[src/rtl/sar_search_8bit.sv]
// Successive-approximation search that drives a magnitude comparator's A operand, MSB first.
// One compare per cycle, done pulses WIDTH+1 cycles after start at worst; start is ignored unless IDLE.
module sar_search_8bit #(
   parameter int WIDTH = 8
) (
   input  logic             clk,
   input  logic             rst_n,
   input  logic             start,
   output logic [WIDTH-1:0] trial,
   input  logic             cmp_lt,
   input  logic             cmp_gt,
   input  logic             cmp_eq,
   output logic             busy,
   output logic             done,
   output logic [WIDTH-1:0] result,
   output logic             found,
   output logic             cmp_err
);

   localparam int KW = (WIDTH > 1) ? $clog2(WIDTH) : 1;

   typedef enum logic [1:0] {
      IDLE = 2'd0,
      TEST = 2'd1,
      DONE = 2'd2
   } state_t;

   state_t           state_q, state_d;
   logic [KW-1:0]    k_q, k_d;
   logic [WIDTH-1:0] trial_d, result_d, upd;
   logic             busy_d, done_d, found_d, err_d;
   logic             flags_onehot;
   logic [KW-1:0]    k_m1;

   // Exactly one of three: odd parity excludes zero and two set, the AND term excludes all three.
   assign flags_onehot = (cmp_lt ^ cmp_gt ^ cmp_eq) & ~(cmp_lt & cmp_gt & cmp_eq);
   assign k_m1         = k_q - 1'b1;

   always_ff @(posedge clk or negedge rst_n) begin
      if (!rst_n) begin
         state_q <= IDLE;
         k_q     <= KW'(WIDTH - 1);
         trial   <= '0;
         busy    <= 1'b0;
         done    <= 1'b0;
         result  <= '0;
         found   <= 1'b0;
         cmp_err <= 1'b0;
      end else begin
         state_q <= state_d;
         k_q     <= k_d;
         trial   <= trial_d;
         busy    <= busy_d;
         done    <= done_d;
         result  <= result_d;
         found   <= found_d;
         cmp_err <= err_d;
      end
   end

   always_comb begin
      state_d  = state_q;
      k_d      = k_q;
      trial_d  = trial;
      busy_d   = busy;
      done_d   = 1'b0;
      result_d = result;
      found_d  = found;
      err_d    = cmp_err;
      upd      = trial;

      unique case (state_q)
         IDLE: begin
            if (start) begin
               trial_d            = '0;
               trial_d[WIDTH-1]   = 1'b1;
               k_d                = KW'(WIDTH - 1);
               found_d            = 1'b0;
               err_d              = 1'b0;
               busy_d             = 1'b1;
               state_d            = TEST;
            end
         end
         TEST: begin
            if (!flags_onehot) begin
               result_d = '0;
               found_d  = 1'b0;
               err_d    = 1'b1;
               busy_d   = 1'b0;
               done_d   = 1'b1;
               state_d  = DONE;
            end else if (cmp_eq) begin
               result_d = trial;
               found_d  = 1'b1;
               busy_d   = 1'b0;
               done_d   = 1'b1;
               state_d  = DONE;
            end else begin
               // Candidate too large: drop this bit; too small: keep it.
               if (cmp_gt) upd[k_q] = 1'b0;
               if (k_q == '0) begin
                  trial_d  = upd;
                  result_d = upd;
                  found_d  = 1'b0;
                  busy_d   = 1'b0;
                  done_d   = 1'b1;
                  state_d  = DONE;
               end else begin
                  upd[k_m1] = 1'b1;
                  trial_d   = upd;
                  k_d       = k_m1;
               end
            end
         end
         DONE: begin
            state_d = IDLE;
         end
         default: begin
            state_d = IDLE;
            busy_d  = 1'b0;
         end
      endcase
   end

endmodule

[config.mk]
export PLATFORM = sky130hd
export DESIGN_NAME = sar_search_8bit
export DESIGN_NICKNAME = d
export VERILOG_FILES = /design/src/rtl/sar_search_8bit.sv
export SDC_FILE = /design/constraint.sdc
export NUM_CORES = 1
export LEC_CHECK = 0
export CAP_MARGIN = 40
export CORE_ASPECT_RATIO = 0.9
export CORE_MARGIN = 2
export CORE_UTILIZATION = 46
export DETAILED_ROUTE_END_ITERATION = 7
export GPL_ROUTABILITY_DRIVEN = 0
export PLACE_DENSITY = 0.78
export SETUP_SLACK_MARGIN = 0.02
export SLEW_MARGIN = 40
export SYNTH_ARGS = -nofsm -noshare
export SYNTH_HDL_FRONTEND = slang
export SYNTH_SLANG_ARGS = --single-unit
[constraint.sdc]
create_clock -name clk -period 1.9 [get_ports clk]
set_input_delay 0.38 -clock clk [delete_from_list [all_inputs] [get_ports clk]]
set_output_delay 0.38 -clock clk [all_outputs]
set_load 0.01 [all_outputs]
==> metrics.yaml, run 1 <==
sta:
  maxSlewViolCount: 0
  final.setup_skew_ps: 2.203
  slew_headroom_pct: 72.90
  layout_min_cycle_time_ps: 1874
  whs_ps: 397.1
  hold_viol_final: 0
  fin_crit_sh_pct: 98.65
  finalSetupViolCount: 0
  fmax_ghz: 0.5335
  tightest_slew_ps: 406.4
  rsz0062_at_grt: "yes"
clock_tree:
  cts_buffer_depth: 2
  postCtsSetupBuffers: 0
  cts_max_level: 1
  cts_buffers: 3
  insertion_delay_ps: 330
  cts_tree: "yes"
  ctsHoldBuffers: 0
  clk_pin_slew_ps: 130
  clockRootBuffer: "clkbuf_4"
  cts_sinks: 25
layout:
  drive_above_1_share_pct: 19.57
  finalNonFillerCells: 224
  antennaDiodeCount: 0
  final_area_sq_mm: 0.001821
  num-nets-final: 195
  final_cell_mix: "dfrtp_1, clkdlybuf4s50_1, buf_4"
  n_fill_cell: 252
  syn2layout_area_growth_pct: 33.12
synth:
  yosysWarnings: 0
  yosysTopAreaCell: "dfrtp_1"
  synthCells: 146
  ys_types: 38
  syn_avg_cell_area_sq_um: 9.367
  synth_fp_nets: 156
  seq_area_frac_synth_pct: 46.02
  synth-seq-cells: 25
  synth_area_sq_mm: 0.001368
  synth.area.top_cells: "dfrtp_1, dfstp_2, o21ai_1"
  synth.top_cell.area_share_pct: 40.26
grt:
  track_usage_pct: 22.21
  grt_pass1_vias: 1262
  grt_max_degree: 26
  antenna_found_initial: 0
  grt_pass1_wl_mm: 5.830
  gr-total-overflow: 0
critical_path:
  crit_type: "input pin to flip-flop"
  cp_max_fo: 5
  cp_top_family: "simple AND/OR/NAND/NOR gates"
  critPathLaunchType: "input pin"
  slowest_delay_ps: 560
  worstPathRequired_ps: 2110
  slowest_stage: "or4b_4"
  cp.arrival_ps: 2080
  cp_common_cell: "ha_4"
  crit_chain: "dlygate4sd2_1, ha_4, ha_4, or4b_4, o21a_4, o21ai_2, o21ai_0"
  crit_path_end_kind: "flip-flop"
  critical_path_buf_inv_count: 1
power:
  max-vdd-ir-drop_v: 0.0005486
  powerDensity_mw_per_mm2: 980.6
  p_switching_uw: 671.2
  clkPwrFrac_pct: 13.9
  combPwrFrac_pct: 44.9
  sw_frac_of_total_pct: 37.60
  cell_internal_pwr_mw: 1.114
  seqPwrFrac_pct: 41.2
  leakage_nw: 0.7795
placed_design:
  place_area_sq_mm: 0.001770
  dp_hpwl_mm: 2.546
  dp.cells: 219
  port_buffers: 25
detailed_routing:
  postRouteAntennaNets: 0
  drtPass1Iterations: 5
  vias: 1294
  routedWlPerCell_um: 15.66
  route.detailed.drc: 0
  vias_per_cell: 5.777
  wirelength_mm: 3.507
  drt_iter0_markers: 80
floorplan:
  start_util_pct: 48.97
  die_h_um: 55.73
  ios: 26
  dieWidth_um: 61.48
  coreArea_sq_mm: 0.002793
  fp-row-count: 18
  die-area_sq_mm: 0.003426
run_status:
  status: "finished, final reports clean"
hold_path:
  min_path_type: "input pin to async pin"
flow_run:
  maxCapViolCount: 0
-- power groups by stage --
stage / clock network [mW] / registers (mW) / logic [mW]
after detailed placement: 0 / 0.741 / 0.773
after floorplan: 0 / 0.754 / 0.418
after global routing: 0.276 / 0.749 / 0.879
after CTS: 0.253 / 0.731 / 0.783
final: 0.248 / 0.735 / 0.802
after global placement: 0 / 0.733 / 0.750
-- synthesized netlist by cell type (all sizes together) --
| cell type | n |
|---|---|
| or4b | 1 |
| and4bb | 1 |
| dfstp | 3 |
| a21oi | 13 |
| nor4b | 1 |
| nor3b | 1 |
| a31oi | 5 |
| nor3 | 2 |
| ha | 4 |
| o41ai | 1 |
| a311o | 1 |
| inv | 7 |
| nor2 | 7 |
| o21a | 1 |
| a32o | 3 |
| nand4 | 3 |
| or2b | 1 |
| nand3 | 2 |
| o211ai | 2 |
| or3 | 1 |
| and3 | 1 |
| a21o | 2 |
| nand4b | 1 |
| o311a | 1 |
| o311ai | 3 |
| a21boi | 1 |
| nand2b | 4 |
| clkbuf | 5 |
| buf | 6 |
| dfrtp | 22 |
| o21ai | 25 |
| nand2 | 11 |
| nor2b | 3 |
| a41o | 1 |
-- state kept, by name, summed over array words and instances, names as in the netlist --
register and flops:
result 8, trial 8, k_q 3, state_q 2
busy 1, cmp_err 1, done 1, found 1
-- area by class of cell --
| cell class | count | area [sq um] | area share [%] |
|---|---|---|---|
| Sequential cell | 25 | 629.4 | 34.57 |
| Tap cell | 40 | 50.05 | 2.749 |
| Timing Repair Buffer | 44 | 389.1 | 21.37 |
| Inverter | 7 | 26.28 | 1.443 |
| Clock buffer | 4 | 26.28 | 1.443 |
| Multi-Input combinational cell | 104 | 699.4 | 38.42 |
-- metal layers --
layer / GRT usage [%] / part of all wire (%) / vias up
met5: 0 / 0 / -
met3: 3.488 / 8.0 / 12
met1: 31.56 / 41 / 597
met4: 7.903 / 2.4 / 0
li1: - / - / 614
met2: 33.89 / 49 / 71
-- worst paths after layout --
check	start	end	slack, ps	depth (start not counted)
min in group clk	result[5]	result[5]	500	2
worst min-delay path	rst_n	result[3]	400	2
worst min register to register	result[5]	result[5]	500	2
worst max register to register	k_q[0]	trial[7]	130	6
max in group asynchronous	rst_n	k_q[1]	1200	2
worst max-delay path	cmp_gt	trial[6]	30	7
-- metrics by stage --
| stage | setup TNS [ps] | power [mW] | util [%] | setup WS (ps) |
|---|---|---|---|---|
| after CTS | 0 | 1.767 | 64.52 | 37.60 |
| after global placement | -6408 | 1.483 | 63.40 | -488.9 |
| final | 0 | 1.785 | 65.19 | 25.60 |
| after detailed placement | -7221 | 1.513 | 63.40 | -532.9 |
| after floorplan | 0 | 1.172 | - | 14.74 |
| after global routing | 0 | 1.904 | 65.19 | 3.690 |
-- cell families after synthesis --
kind of cell    after synthesis  synth area share (%)
simple gates                 40                 16.65
compound gates               59                 26.99
buf+inv                      18                 6.678
flops                        25                 46.02
fa+ha+maj                     4                 3.660
-- what timing repair did --
| item | CTS | global route |
|---|---|---|
| pin swaps | 1 | 1 |
| resized for setup | 5 | 7 |
| hold endpoints to repair | 0 | 0 |
| setup endpoints to repair | 8 | 7 |
| cloned | 1 | 0 |
Note: power is estimated with default switching activity, not from simulation.
==> run 2: changes to the inputs <==
Settings changed: CAP_MARGIN 40 to 20, CTS_CLUSTER_DIAMETER from default to 100.
==> results of run 2 <==
Same layout as run 1: the final DEF is identical, and so are final timing and power.
